`config.mk`:
```
export PLATFORM = sky130hd
export DESIGN_NAME = ov7670_stream_gen
export DESIGN_NICKNAME = d
export VERILOG_FILES = /design/src/rtl/ov7670_pkg.sv /design/src/rtl/ov7670_stream_gen_pattern.sv /design/src/rtl/ov7670_stream_gen.sv
export SDC_FILE = /design/constraint.sdc
export NUM_CORES = 1
export LEC_CHECK = 0
export ABC_AREA = 1
export BUFFER_PORTS_ARGS = -buffer_cell sky130_fd_sc_hd__buf_4
export CELL_PAD_IN_SITES_DETAIL_PLACEMENT = 0
export CELL_PAD_IN_SITES_GLOBAL_PLACEMENT = 1
export CORE_UTILIZATION = 39
export DETAILED_ROUTE_END_ITERATION = 10
export PLACE_DENSITY = 0.77
export REMOVE_ABC_BUFFERS = 1
export SLEW_MARGIN = 5
export SYNTH_ARGS = -nofsm -noshare
export SYNTH_HDL_FRONTEND = slang
export SYNTH_SLANG_ARGS = --single-unit
```
`constraint.sdc`:
```
create_clock -name clk -period 3.7 [get_ports clk]
set_input_delay 0.185 -clock clk [delete_from_list [all_inputs] [get_ports clk]]
set_output_delay 0.185 -clock clk [all_outputs]
set_load 0.02 [all_outputs]
```
`src/rtl/ov7670_pkg.sv`:
```
// rtl/ov7670_pkg.sv - shared types and constants for the OV7670 stream generator
package ov7670_pkg;

  typedef enum logic [2:0] {IDLE, VS, VBP, ACT, VFP} state_t;

  localparam logic [1:0] PAT_SOLID = 2'd0;
  localparam logic [1:0] PAT_BARS  = 2'd1;
  localparam logic [1:0] PAT_GRAD  = 2'd2;
  localparam logic [1:0] PAT_CHECK = 2'd3;

  localparam logic [15:0] RGB_WHITE   = 16'hFFFF;
  localparam logic [15:0] RGB_YELLOW  = 16'hFFE0;
  localparam logic [15:0] RGB_CYAN    = 16'h07FF;
  localparam logic [15:0] RGB_GREEN   = 16'h07E0;
  localparam logic [15:0] RGB_MAGENTA = 16'hF81F;
  localparam logic [15:0] RGB_RED     = 16'hF800;
  localparam logic [15:0] RGB_BLUE    = 16'h001F;
  localparam logic [15:0] RGB_BLACK   = 16'h0000;

  function automatic logic [15:0] bar_color(input logic [2:0] idx);
    case (idx)
      3'd0:    bar_color = RGB_WHITE;
      3'd1:    bar_color = RGB_YELLOW;
      3'd2:    bar_color = RGB_CYAN;
      3'd3:    bar_color = RGB_GREEN;
      3'd4:    bar_color = RGB_MAGENTA;
      3'd5:    bar_color = RGB_RED;
      3'd6:    bar_color = RGB_BLUE;
      default: bar_color = RGB_BLACK;
    endcase
  endfunction

  function automatic int max4(input int a, input int b, input int c, input int e);
    int m;
    m = a;
    if (b > m) m = b;
    if (c > m) m = c;
    if (e > m) m = e;
    return m;
  endfunction

endpackage

```
`src/rtl/ov7670_stream_gen_pattern.sv`:
```
// rtl/ov7670_stream_gen_pattern.sv - combinational test-pattern byte generator
module ov7670_pattern
  import ov7670_pkg::*;
#(
  parameter int H_ACTIVE = 160,
  parameter int XW       = 8,
  parameter int YW       = 7
) (
  input  logic [XW-1:0] x,
  input  logic [YW-1:0] y,
  input  logic [1:0]    pat_sel,
  input  logic [15:0]   color,
  input  logic          frame_parity,
  input  logic          byte_phase,
  output logic [7:0]    d
);

  logic [2:0]  bar;
  logic        cx;
  logic        cy;
  logic [15:0] pix;

  always_comb begin
    bar = 3'((16'(x) << 3) / 16'(H_ACTIVE));
    cx  = 1'(x >> 3);
    cy  = 1'(y >> 3);
    case (pat_sel)
      PAT_SOLID: pix = color;
      PAT_BARS:  pix = bar_color(bar);
      PAT_GRAD:  pix = {5'(x), 6'(x), 5'(y)};
      default:   pix = (cx ^ cy ^ frame_parity) ? RGB_WHITE : RGB_BLACK;
    endcase
    // RGB565 high byte goes out first
    d = byte_phase ? pix[7:0] : pix[15:8];
  end

endmodule

```
`src/rtl/ov7670_stream_gen.sv`:
```
// rtl/ov7670_stream_gen.sv - OV7670-style PCLK/VSYNC/HREF/D frame transmitter
module ov7670_stream_gen
  import ov7670_pkg::*;
#(
  parameter int H_ACTIVE  = 160,
  parameter int V_ACTIVE  = 120,
  parameter int H_BLANK   = 16,
  parameter int VS_LINES  = 3,
  parameter int VBP_LINES = 2,
  parameter int VFP_LINES = 2
) (
  input  logic        clk,
  input  logic        rst_n,
  input  logic        en,
  input  logic [1:0]  pat_sel,
  input  logic [15:0] color,
  output logic        pclk,
  output logic        vsync,
  output logic        href,
  output logic [7:0]  d,
  output logic        frame_done,
  output logic        busy
);

  localparam int L  = 2 * H_ACTIVE + H_BLANK;
  localparam int BW = $clog2(L);
  localparam int LW = $clog2(max4(V_ACTIVE, VS_LINES, VBP_LINES, VFP_LINES) + 1);
  localparam int XW = $clog2(H_ACTIVE);

  state_t          state, n_state;
  logic [BW-1:0]   bcnt, n_b;
  logic [LW-1:0]   lcnt, n_l, lines_lim;
  logic [1:0]      pat_q;
  logic [15:0]     color_q;
  logic            frame_cnt;
  logic            end_line, end_state, done, start, n_href;
  logic [7:0]      pix_byte;

  // Next position/state for the PCLK period that begins at the coming falling edge
  always_comb begin
    case (state)
      VS:      lines_lim = LW'(VS_LINES);
      VBP:     lines_lim = LW'(VBP_LINES);
      ACT:     lines_lim = LW'(V_ACTIVE);
      VFP:     lines_lim = LW'(VFP_LINES);
      default: lines_lim = '0;
    endcase
    end_line  = (bcnt == BW'(L - 1));
    end_state = end_line && (lcnt == lines_lim - 1'b1);
    n_b       = end_line ? '0 : bcnt + 1'b1;
    n_l       = end_line ? lcnt + 1'b1 : lcnt;
    n_state   = state;
    done      = 1'b0;
    start     = 1'b0;
    case (state)
      IDLE: begin
        n_b = '0;
        n_l = '0;
        if (en) begin
          n_state = VS;
          start   = 1'b1;
        end
      end
      VS:  if (end_state) begin n_state = VBP; n_l = '0; end
      VBP: if (end_state) begin n_state = ACT; n_l = '0; end
      ACT: if (end_state) begin n_state = VFP; n_l = '0; end
      VFP: if (end_state) begin
        n_l  = '0;
        done = 1'b1;
        if (en) begin
          n_state = VS;
          start   = 1'b1;
        end else begin
          n_state = IDLE;
        end
      end
      default: n_state = IDLE;
    endcase
    n_href = (n_state == ACT) && (n_b < BW'(2 * H_ACTIVE));
  end

  ov7670_pattern #(
    .H_ACTIVE(H_ACTIVE),
    .XW      (XW),
    .YW      (LW)
  ) u_pattern (
    .x           (n_b[XW:1]),
    .y           (n_l),
    .pat_sel     (pat_q),
    .color       (color_q),
    .frame_parity(frame_cnt),
    .byte_phase  (n_b[0]),
    .d           (pix_byte)
  );

  // All sync/data updates happen on the edge where pclk falls, so they are stable at its rise
  always_ff @(posedge clk or negedge rst_n) begin
    if (!rst_n) begin
      pclk       <= 1'b0;
      vsync      <= 1'b0;
      href       <= 1'b0;
      d          <= '0;
      frame_done <= 1'b0;
      busy       <= 1'b0;
      state      <= IDLE;
      bcnt       <= '0;
      lcnt       <= '0;
      pat_q      <= '0;
      color_q    <= '0;
      frame_cnt  <= 1'b0;
    end else begin
      pclk       <= ~pclk;
      frame_done <= 1'b0;
      if (pclk) begin
        state      <= n_state;
        bcnt       <= n_b;
        lcnt       <= n_l;
        vsync      <= (n_state == VS);
        href       <= n_href;
        d          <= n_href ? pix_byte : 8'h00;
        busy       <= (n_state != IDLE);
        frame_done <= done;
        if (done) frame_cnt <= ~frame_cnt;
        if (start) begin
          pat_q   <= pat_sel;
          color_q <= color;
        end
      end
    end
  end

endmodule

```
==> results.json <==
{
  "fin_crit_sh_pct": 82.9,
  "vdd_drop_max_mv": 0.173,
  "wl_per_cell_um": 13.4,
  "synth_top_cell_area_share_pct": 38.6,
  "r2r-end": "color_q[14]",
  "setup_tns_ps": 0,
  "dieArea_mm2": 0.00885,
  "timing.hold.ws_ps": 107,
  "min-delay-path-class": "in2reg",
  "cts.sinks": 51,
  "numPortBuffers": 33,
  "setup_viol": 0,
  "fin_ws_ps": 631,
  "total_power_mw": 1.05,
  "clockBufferDepth": 2,
  "fin_skew_ps": 9.95,
  "avgSynthCellArea_um2": 8.14,
  "finalMaxSlewViolations": 0,
  "cts-buffers-inserted": 5,
  "placed_area_mm2": 0.00365,
  "syn_to_final_growth_pct": 14.8,
  "synthCells": 406,
  "track_usage_pct": 18.0,
  "drc_errors": 0,
  "drt-total-wl_um": 7300,
  "gp_routability_congestion": 0.855,
  "timing.rr.start": "state[1]",
  "dieHeight_um": 94.1,
  "dpl.hpwl_um": 5460,
  "maxClockFrequency_mhz": 326,
  "die_x_um": 94.1,
  "grt-ovfl-total": 0,
  "ys_ff_latch": 51,
  "cp-start-kind": "flop",
  "grt_pass1_wl_um": 12500,
  "vias": 2650,
  "outcome": "completed",
  "worstRegToRegCells": 17,
  "finalHoldViolations": 0,
  "htreeDepth": 2,
  "finalNetCount": 466,
  "fp.coreArea_mm2": 0.00822,
  "yosysMostFrequentCell": "nand2_1",
  "synth_edf_count": 0,
  "worstPathMaxFanout": 20,
  "post-cts-setup-buffer-count": 0,
  "crit_type": "reg2reg",
  "grt_max_degree": 52,
  "rsz0062_at_grt": "false",
  "p_leak_nw": 1.96,
  "cap_violations": 0,
  "synth_commonest_cells": "106 x nand2_1, 51 x dfrtp_1, 37 x inv_1",
  "dr.first_iter.drc_count": 103,
  "crit_arrival_ps": 3260,
  "synthFlopType": "dfrtp_1",
  "p_per_area_mw_per_mm2": 277,
  "ys_seq_area_share_pct": 38.6,
  "synth_area_leaders": "dfrtp_1 39%, nand2_1 12%, mux2_4 7.3%",
  "regToRegSetupSlack_ps": 630,
  "antenna_found_initial": 0,
  "slew_headroom_pct": 38.2,
  "start_util_pct": 40.2,
  "clock-root-buffer": "clkbuf_8",
  "drive_gt1_share_pct": 24.9,
  "worstHoldPathCells": 2,
  "ios": 34,
  "async_flop_share_pct": 100,
  "diodes": 0,
  "place_ws_ps": 643,
  "firstDrtPassIters": 4,
  "cts_tree": "yes",
  "cp-end-kind": "flop",
  "min_from": "color[8]",
  "rows": 33,
  "grt_pass1_vias": 2562,
  "ys_types": 43,
  "ys_warn_count": 0,
  "via_per_inst": 4.85,
  "clk_pin_slew_ps": 100,
  "synth_area_mm2": 0.00330,
  "clk_latency_ps": 300,
  "synth_top_area_cell": "dfrtp_1",
  "cp-startpoint": "state[1]",
  "min_period_ps": 3070,
  "hold_end": "color_q[8]",
  "cp.required_ps": 3890,
  "postRouteAntennaNets": 0,
  "final_area_mm2": 0.00379,
  "tightest_slew_ps": 923
}
[metal layers]
| layer | track usage, % | share of wire, % | up-vias | routed length [µm] |
|---|---|---|---|---|
| li1 | - | - | 1382 | - |
| met1 | 26.6 | 51 | 1222 | 3730 |
| met2 | 27.9 | 46 | 42 | 3330 |
| met3 | 2.43 | 2.6 | 4 | 188 |
| met4 | 3.97 | 0.81 | 0 | 59 |
| met5 | 0 | 0 | - | 0 |
[critical path, cell delays in order (launching register included)]
cell and delay, ps:
dfrtp_1 470, nor2_2 220, nand2_2 120, nand3_4 110, inv_2 50, ha_1 310, xnor2_1 130, nor2_1 80
nand4_1 110, nor2_2 160, nand2_4 90, inv_4 70, nand2_2 50, nand2_1 50, nand2_1 60, inv_2 90
nand2_2 340, mux2_4 420
[power breakdown]
part           switching (mW)  internal, mW  total (mW)
Clock                   0.196         0.270       0.466
Sequential                  0         0.557       0.557
Combinational          0.0135        0.0142      0.0277
[metrics by stage]
step / util (%) / cells
2_1_floorplan: - / 397
3_3_place_gp: 44.4 / 537
3_5_place_dp: 44.4 / 537
4_1_cts: 46.2 / 546
5_1_grt: 46.2 / 546
6_report: 46.2 / 546
[sequential cells by signal (all words and copies together), names as in the netlist]
| register | flops |
|---|---|
| pat_q | 2 |
| pclk | 1 |
| vsync | 1 |
| color_q | 16 |
| d | 8 |
| state | 3 |
| frame_done | 1 |
| href | 1 |
| bcnt | 9 |
| lcnt | 7 |
| busy | 1 |
| frame_cnt | 1 |
[repair_timing]
item	CTS	global route
endpoints found under the setup margin	0	0
hold buffers	1	0
gates resized for setup	0	0
endpoints found under the hold margin	51	0
[final cells by class]
class	count	area, µm²
Tap cell	105	131
Timing Repair Buffer	36	273
Inverter	53	203
Clock inverter	3	67.6
Clock buffer	5	68.8
Fill cell	831	4420
Sequential cell	51	1280
Multi-Input combinational cell	293	1780
[cells by family after synthesis]
group	synth area share, %
compound gates	9.24
xor+xnor	4.20
fa+ha+maj	1.89
buf+inv	7.65
flops	38.6
mux	7.27
simple gates	31.1
[placed cells by master, fill, tap and decap left out, types with 2 or more instances in the layout]
cell type / instances
ha_1: 5
nor2_4: 3
a211oi_1: 4
a21oi_1: 9
mux2_4: 16
bufinv_16: 2
o211ai_1: 2
dfrtp_1: 51
inv_2: 12
a21oi_4: 2
nand4_1: 10
nor2_2: 6
nand3_1: 22
nand3_2: 6
nand2_2: 10
a221oi_1: 2
o21ai_1: 4
inv_1: 37
clkbuf_8: 5
xnor2_1: 2
nor3_1: 2
nor2_1: 33
buf_4: 35
nand3_4: 2
xor2_1: 12
o21bai_1: 2
o21ai_0: 18
nand2_4: 4
clkinv_1: 2
nand2_1: 106
o2111ai_1: 2
[worst max path at each step]
stage	endpoint	slack, ps	depth (start not counted)
after floorplan	color_q[0]	900	17
after global placement	color_q[10]	710	17
after detailed placement	color_q[14]	640	17
after CTS	color_q[14]	610	17
after global routing	color_q[10]	370	17
final	color_q[14]	630	17
(Power assumes the default switching activity.)
